File: config.mk
export PLATFORM = sky130hd
export DESIGN_NAME = dmem_arbiter
export DESIGN_NICKNAME = d
export VERILOG_FILES = /design/src/rtl/dmem_pkg.sv /design/src/rtl/dmem_arbiter.sv
export SDC_FILE = /design/constraint.sdc
export NUM_CORES = 1
export LEC_CHECK = 0
export CORE_AREA = 2 2 117 119
export CTS_CLUSTER_SIZE = 24
export DETAILED_ROUTE_END_ITERATION = 7
export DIE_AREA = 0 0 119 121
export PLACE_DENSITY = 0.66
export SLEW_MARGIN = 15
export SYNTH_ARGS = -nofsm -noshare
export SYNTH_HDL_FRONTEND = slang
export SYNTH_SLANG_ARGS = --single-unit
File: constraint.sdc
create_clock -name clk -period 2.39 [get_ports clk]
set_clock_uncertainty 0.15 [all_clocks]
set_input_delay 0.478 -clock clk [delete_from_list [all_inputs] [get_ports clk]]
set_output_delay 0.478 -clock clk [all_outputs]
set_load 0.05 [all_outputs]
File: src/rtl/dmem_pkg.sv
// Shared definitions for the data-memory arbiter: access-mode encodings and arbiter states.
package dmem_pkg;

  localparam logic [2:0] MODE_NONE = 3'b000;
  localparam logic [2:0] MODE_W    = 3'b001;
  localparam logic [2:0] MODE_H    = 3'b010;
  localparam logic [2:0] MODE_B    = 3'b011;
  localparam logic [2:0] MODE_HU   = 3'b100;
  localparam logic [2:0] MODE_BU   = 3'b101;

  typedef enum logic [1:0] {
    S_CPU,
    S_AUX,
    S_ACK
  } arb_state_t;

  // Mode 000 is a no-op access: it must never reach the memory as a write.
  function automatic logic mode_is_access(logic [2:0] mode);
    return mode != MODE_NONE;
  endfunction

endpackage

File: src/rtl/dmem_arbiter.sv
// Shares one data memory between the CPU MEM stage and an auxiliary master; the CPU owns it by
// default and the aux port is guaranteed a single-cycle slot after a bounded number of waits.
module dmem_arbiter
  import dmem_pkg::*;
#(
  parameter int unsigned WIDTH    = 32,
  parameter int unsigned MAX_WAIT = 4
) (
  input  logic             clk,
  input  logic             rst_n,
  input  logic             cpu_req,
  input  logic             cpu_we,
  input  logic [2:0]       cpu_mode,
  input  logic [WIDTH-1:0] cpu_addr,
  input  logic [WIDTH-1:0] cpu_wdata,
  output logic [WIDTH-1:0] cpu_rdata,
  output logic             cpu_stall,
  input  logic             aux_req,
  input  logic             aux_we,
  input  logic [2:0]       aux_mode,
  input  logic [WIDTH-1:0] aux_addr,
  input  logic [WIDTH-1:0] aux_wdata,
  output logic             aux_ack,
  output logic [WIDTH-1:0] aux_rdata,
  output logic             mem_we,
  output logic [2:0]       mem_mode,
  output logic [WIDTH-1:0] mem_addr,
  output logic [WIDTH-1:0] mem_wdata,
  input  logic [WIDTH-1:0] mem_rdata
);

  localparam int unsigned    CntW     = $clog2(MAX_WAIT) + 1;
  localparam logic [CntW-1:0] WaitLast = CntW'(MAX_WAIT - 1);

  arb_state_t       state_q, state_d;
  logic [CntW-1:0]  wait_cnt_q, wait_cnt_d;
  logic             aux_ack_q, aux_ack_d;
  logic [WIDTH-1:0] aux_rdata_q, aux_rdata_d;

  logic             aux_sel;
  logic             sel_req;
  logic             sel_we;

  always_comb begin
    state_d     = state_q;
    wait_cnt_d  = wait_cnt_q;
    aux_ack_d   = 1'b0;
    aux_rdata_d = aux_rdata_q;
    unique case (state_q)
      S_CPU: begin
        if (aux_req && (!cpu_req || wait_cnt_q == WaitLast)) begin
          state_d    = S_AUX;
          wait_cnt_d = '0;
        end else if (aux_req && cpu_req && wait_cnt_q != WaitLast) begin
          wait_cnt_d = wait_cnt_q + CntW'(1);
        end
      end
      S_AUX: begin
        state_d     = S_ACK;
        aux_ack_d   = 1'b1;
        aux_rdata_d = mem_rdata;
      end
      // Aux stays ineligible here so a request still held during its ack is not re-granted.
      S_ACK: state_d = S_CPU;
      default: state_d = S_CPU;
    endcase
  end

  always_ff @(posedge clk or negedge rst_n) begin
    if (!rst_n) begin
      state_q     <= S_CPU;
      wait_cnt_q  <= '0;
      aux_ack_q   <= 1'b0;
      aux_rdata_q <= '0;
    end else begin
      state_q     <= state_d;
      wait_cnt_q  <= wait_cnt_d;
      aux_ack_q   <= aux_ack_d;
      aux_rdata_q <= aux_rdata_d;
    end
  end

  always_comb begin
    aux_sel   = (state_q == S_AUX);
    sel_req   = aux_sel ? aux_req   : cpu_req;
    sel_we    = aux_sel ? aux_we    : cpu_we;
    mem_mode  = aux_sel ? aux_mode  : cpu_mode;
    mem_addr  = aux_sel ? aux_addr  : cpu_addr;
    mem_wdata = aux_sel ? aux_wdata : cpu_wdata;
    // rst_n gates the strobe directly so nothing is written while reset is held.
    mem_we    = sel_req && sel_we && mode_is_access(mem_mode) && rst_n;
    cpu_stall = cpu_req && aux_sel;
    cpu_rdata = mem_rdata;
  end

  assign aux_ack   = aux_ack_q;
  assign aux_rdata = aux_rdata_q;

endmodule

Yosys cells after proc, flatten, opt, wreduce, memory -nomap -nowiden
Cells that the tools add are included.
W data, S select, Z words.
{"block": "classes", "eq_ne": 4, "n_mux": 10, "add_sub_neg": 1, "n_reduce_logical": 13}
{"operator": "$mux W32", "count": 2}
{"operator": "$mux W3", "count": 3}
{"operator": "$logic_and A1 B1 Y1", "count": 7}
{"operator": "$pmux W2 S2", "count": 1}
{"operator": "$add A3 B1 Y3 const B", "count": 1}
{"operator": "$eq A3 B2 Y1 const B", "count": 1}
{"operator": "$mux W1", "count": 3}
{"operator": "$ne A3 B2 Y1 const B", "count": 1}
{"operator": "$reduce_bool A3 Y1", "count": 1}
{"operator": "$eq A2 B1 Y1 const B", "count": 1}
{"operator": "$logic_not A2 Y1", "count": 1}
{"operator": "$mux W2", "count": 1}
{"operator": "$ne A2 B2 Y1 const B", "count": 1}
{"operator": "$reduce_and A2 Y1", "count": 1}
{"operator": "$reduce_bool A2 Y1", "count": 1}
{"operator": "$logic_not A1 Y1", "count": 1}
{"operator": "$logic_or A1 B1 Y1", "count": 1}
{"block": "totals", "regBits": 38, "out_inout_bits": 134, "inputBits": 172, "elab_cells": 32}

Depth between registers and ports, before layout
{"block": "logic_depth", "ltp_word": 5, "mapped_depth": 6, "ltp_nobuf": 5}

Least setup slack after synthesis
OpenSTA, ideal clock, no wires.
{"block": "synth_path", "kind": "reg-to-output", "start": "register state_q[0]", "end": "output port mem_we", "arrival_ns": 1.472, "t_required_ns": 1.762, "stages_incl_launch_ff": 7, "slack_ns": 0.290, "path_buffers": 3, "cell_sequence": "dfrtp_1 nor2b_4 buf_6 buf_12 buf_12 nor2_1 o221a_1"}
{"block": "synth_via", "elab_chain_len": 5, "elab_cells_between_ends": 8, "cone_classes": "1 x eq/ne; 3 x mux; 4 x reduce/logical"}
{"element": "from (decl)", "line": "dmem_arbiter.sv:35", "rtl": "arb_state_t state_q, state_d;"}
{"element": "from (signal assigned)", "line": "dmem_arbiter.sv:76", "rtl": "state_q <= state_d;"}
{"element": "$eq A2 B1 Y1 (*)", "line": "dmem_arbiter.sv:84", "rtl": "aux_sel = (state_q == S_AUX);"}
{"element": "$mux W3, or another cell as far along", "line": "dmem_arbiter.sv:87", "rtl": "mem_mode = aux_sel ? aux_mode : cpu_mode;"}
{"element": "$reduce_bool A3 Y1 / $logic_and A1 B1 Y1 (equally long branches)", "line": "dmem_pkg.sv:19, dmem_arbiter.sv:91"}
{"element": "$logic_and A1 B1 Y1 (*) (2 in series)", "line": "dmem_arbiter.sv:91", "rtl": "mem_we = sel_req && sel_we && mode_is_access(mem_mode) && rst_n;"}
{"element": "to (decl)", "line": "dmem_arbiter.sv:25", "rtl": "output logic mem_we,"}
Every way passes the cells marked *; elsewhere a longest branch is shown, timed or not.

Worst setup path after layout
{"block": "layout_path", "start": "register state_q[1]", "end": "output port mem_we"}
The elaborated chain is that of the path after synthesis.

==> qor.csv <==
metric,value,unit
total grt overflow,0,
CP peak stage delay,410,ps
R2R Setup Slk,810,ps
width of the die,119,um
maximum clock path buffer count,2,
Max-Cap Viols,0,
critical path depth,5,
# rows,42,
"commonest cells after routing, fill and taps aside","clkdlybuf4s50_1, mux2_4, buf_4",
first-pass GRT wire length,17.19,mm
status,"finished, violations left",
# setup viols final,1,
syn nets,380,
# diodes,0,
top cell family by delay on the critical path,flip-flops,
Detail Placement HPWL,9.827,mm
Critical Path Sink Type,output pin,
gr usage total,0.1537,
placed cell count,649,
TritonCTS Buffers,5,
"commonest non-fill, non-tap cell in the layout",clkdlybuf4s50_1,
Critical Path Start Type,flop,
vias per cell,4.023,
"Slowest-stage cell, CP",dfrtp_1,
total number of vias,2663,
sequential share of the synthesized area,0.3265,
synthesized area per cell,14.14,um^2
synth unique cells,25,
Mapped Cells,206,
WL/cell,17.60,um
routability-driven placement congestion ratio,0.8667,
P&R area growth vs syn,118.2,%
final WL,11.65,mm
Detailed Routing Iterations Pass 1,4,
Hold WC Path Type,input pin to asynchronous set/reset pin,
launch point of the worst reg-to-reg path,state_q[1]$_DFFE_PN0P_,
period utilisation layout,1.002,
final hold vios,0,
CP Class,flop to output pin,
Setup WS post-layout,-5.934,ps
I/O pin count,306,
"Buf+Inv Stages, Crit Path",2,
Finished Layout Cells,662,
hold buffers post-CTS,0,
Period minus WS final,2396,ps
Worst Tran Pin Value,546.2,ps
Layout Nets,659,
post-route ant nets,0,
worst skew pair latency,280,ps
cell chain of the critical path,"nor2b_4, buf_12, mux2_4, o221a_1, buf_6",
CP max FO,9,
critical path arrival,1770,ps
initial antenna violation count,1,
Die Y,121,um
RSZ-0062 raised after global routing,yes,
IR Drop Worst-Case VDD,0.6151,mV
FF-to-FF End,aux_rdata[23]$_DFFE_PN0N_,
share of layout cells above drive strength 1,0.4568,
Max Freq,417.4,MHz
Initial Util,0.2226,
total power,5.005,mW
Seq cells post-synth,38,
vias in the first global route,2950,
Max Slew Vio Count,0,
drt drc,0,
Synth Cell Area,2913,um^2
Clock Sinks,38,
CP required,1760,ps
"Clk pin slew, worst setup/hold paths",60,ps
CTS tree,yes,
Min Hold Slack,147.4,ps
Clock Tree Root,clkbuf_16,
cell leakage power,2.780,nW
I/O Buffers,305,
PD cells,787.4,nW/um^2
die area,14400,um^2
Detailed Route Iter0 Violations,48,
normalized max-slew margin,0.6347,
failing checks,negative setup slack,
CTS H-tree lvls,2,
total of warnings raised by yosys,0,
largest net degree at the start of global routing,52,
core box area,13090,um^2
R2R cell count,3,
-- flip-flops by register name, indices dropped and copies added (netlist names) --
register and flops:
aux_rdata 32, wait_cnt_q 3, state_q 2, aux_ack 1
-- what timing repair did --
item                       CTS  global route
setup endpoints to repair   53            38
cloned                       0             0
gates resized for setup      1            19
pin swaps                    0             0
buffers inserted             5             0
-- cell usage after synthesis, drive strengths merged --
cell type | number | share of area
nand2b | 1 | 0.0021
and2b | 1 | 0.0026
buf | 44 | 0.15
o221a | 1 | 0.0039
nor2b | 2 | 0.0069
inv | 1 | 0.0013
nand2 | 4 | 0.0052
ha | 2 | 0.0086
mux2i | 1 | 0.0034
or3b | 1 | 0.0030
nor2 | 4 | 0.0052
o31ai | 1 | 0.0026
clkbuf | 1 | 0.0017
and2 | 1 | 0.0021
a21o | 1 | 0.0026
mux2 | 99 | 0.47
nor3 | 1 | 0.0017
o21ai | 1 | 0.0017
and3 | 1 | 0.0021
dfrtp | 38 | 0.33
-- layer usage --
layer | track usage | vias up | share of wire
met5 | 0 | - | 0
met3 | 0.05451 | 2 | 0.090
met2 | 0.2816 | 150 | 0.53
met1 | 0.1749 | 1261 | 0.38
li1 | - | 1250 | -
met4 | 0.02232 | 0 | 0.0023
-- logic make-up (layout without fill, tap and decap cells) --
group | Yosys count | count (layout) | synth area share
compound gates | 4 | 4 | 0.01074
fa+ha+maj | 2 | 2 | 0.008590
buf+inv | 46 | 326 | 0.1495
flops | 38 | 38 | 0.3265
mux | 100 | 100 | 0.4738
simple gates | 16 | 16 | 0.03093
-- area by class of cell --
cell class,instances,area (um^2)
Multi-Input combinational cell,122,1526
Clock inverter,3,68.82
Sequential cell,38,950.9
Tap cell,176,220.2
Clock buffer,5,125.1
Inverter,1,3.754
Timing Repair Buffer,317,3461
Fill cell,1158,6729
-- worst reg2reg max path, stage by stage, from the launching register on --
cell and delay, ps:
dfrtp_1 410, nor2b_4 180, buf_12 280, mux2_2 440
-- how the worst max path moves through the flow --
stage          slack (ps)      to              startpoint
2_1_floorplan         290  mem_we  state_q[0]$_DFFE_PN0P_
3_3_place_gp          150  mem_we             cpu_mode[1]
3_5_place_dp          130  mem_we             cpu_mode[1]
4_1_cts                -9  mem_we  state_q[1]$_DFFE_PN0P_
5_1_grt               -50  mem_we  state_q[1]$_DFFE_PN0P_
6_report               -6  mem_we  state_q[1]$_DFFE_PN0P_
-- metrics by stage --
step / utilization / cell area, um^2 / worst slack, ps / TNS (ps)
after floorplan: - / 2913 / 290.4 / 0
after global placement: 0.4623 / 6050 / 149.4 / 0
after detailed placement: 0.4623 / 6050 / 125.5 / 0
after CTS: 0.4803 / 6285 / -9.455 / -10.66
after global routing: 0.4858 / 6356 / -48.15 / -436.9
final: 0.4858 / 6356 / -5.934 / -5.934
-- where the power goes --
group	total [mW]	switching, mW	leakage, nW	internal (mW)
combinational	3.14	1.80	2.23	1.33
clock	0.870	0.270	0.0940	0.600
sequential	1.00	0.124	0.454	0.876
total	5.01	2.20	2.78	2.81
Power figures use the tool's default switching activity.
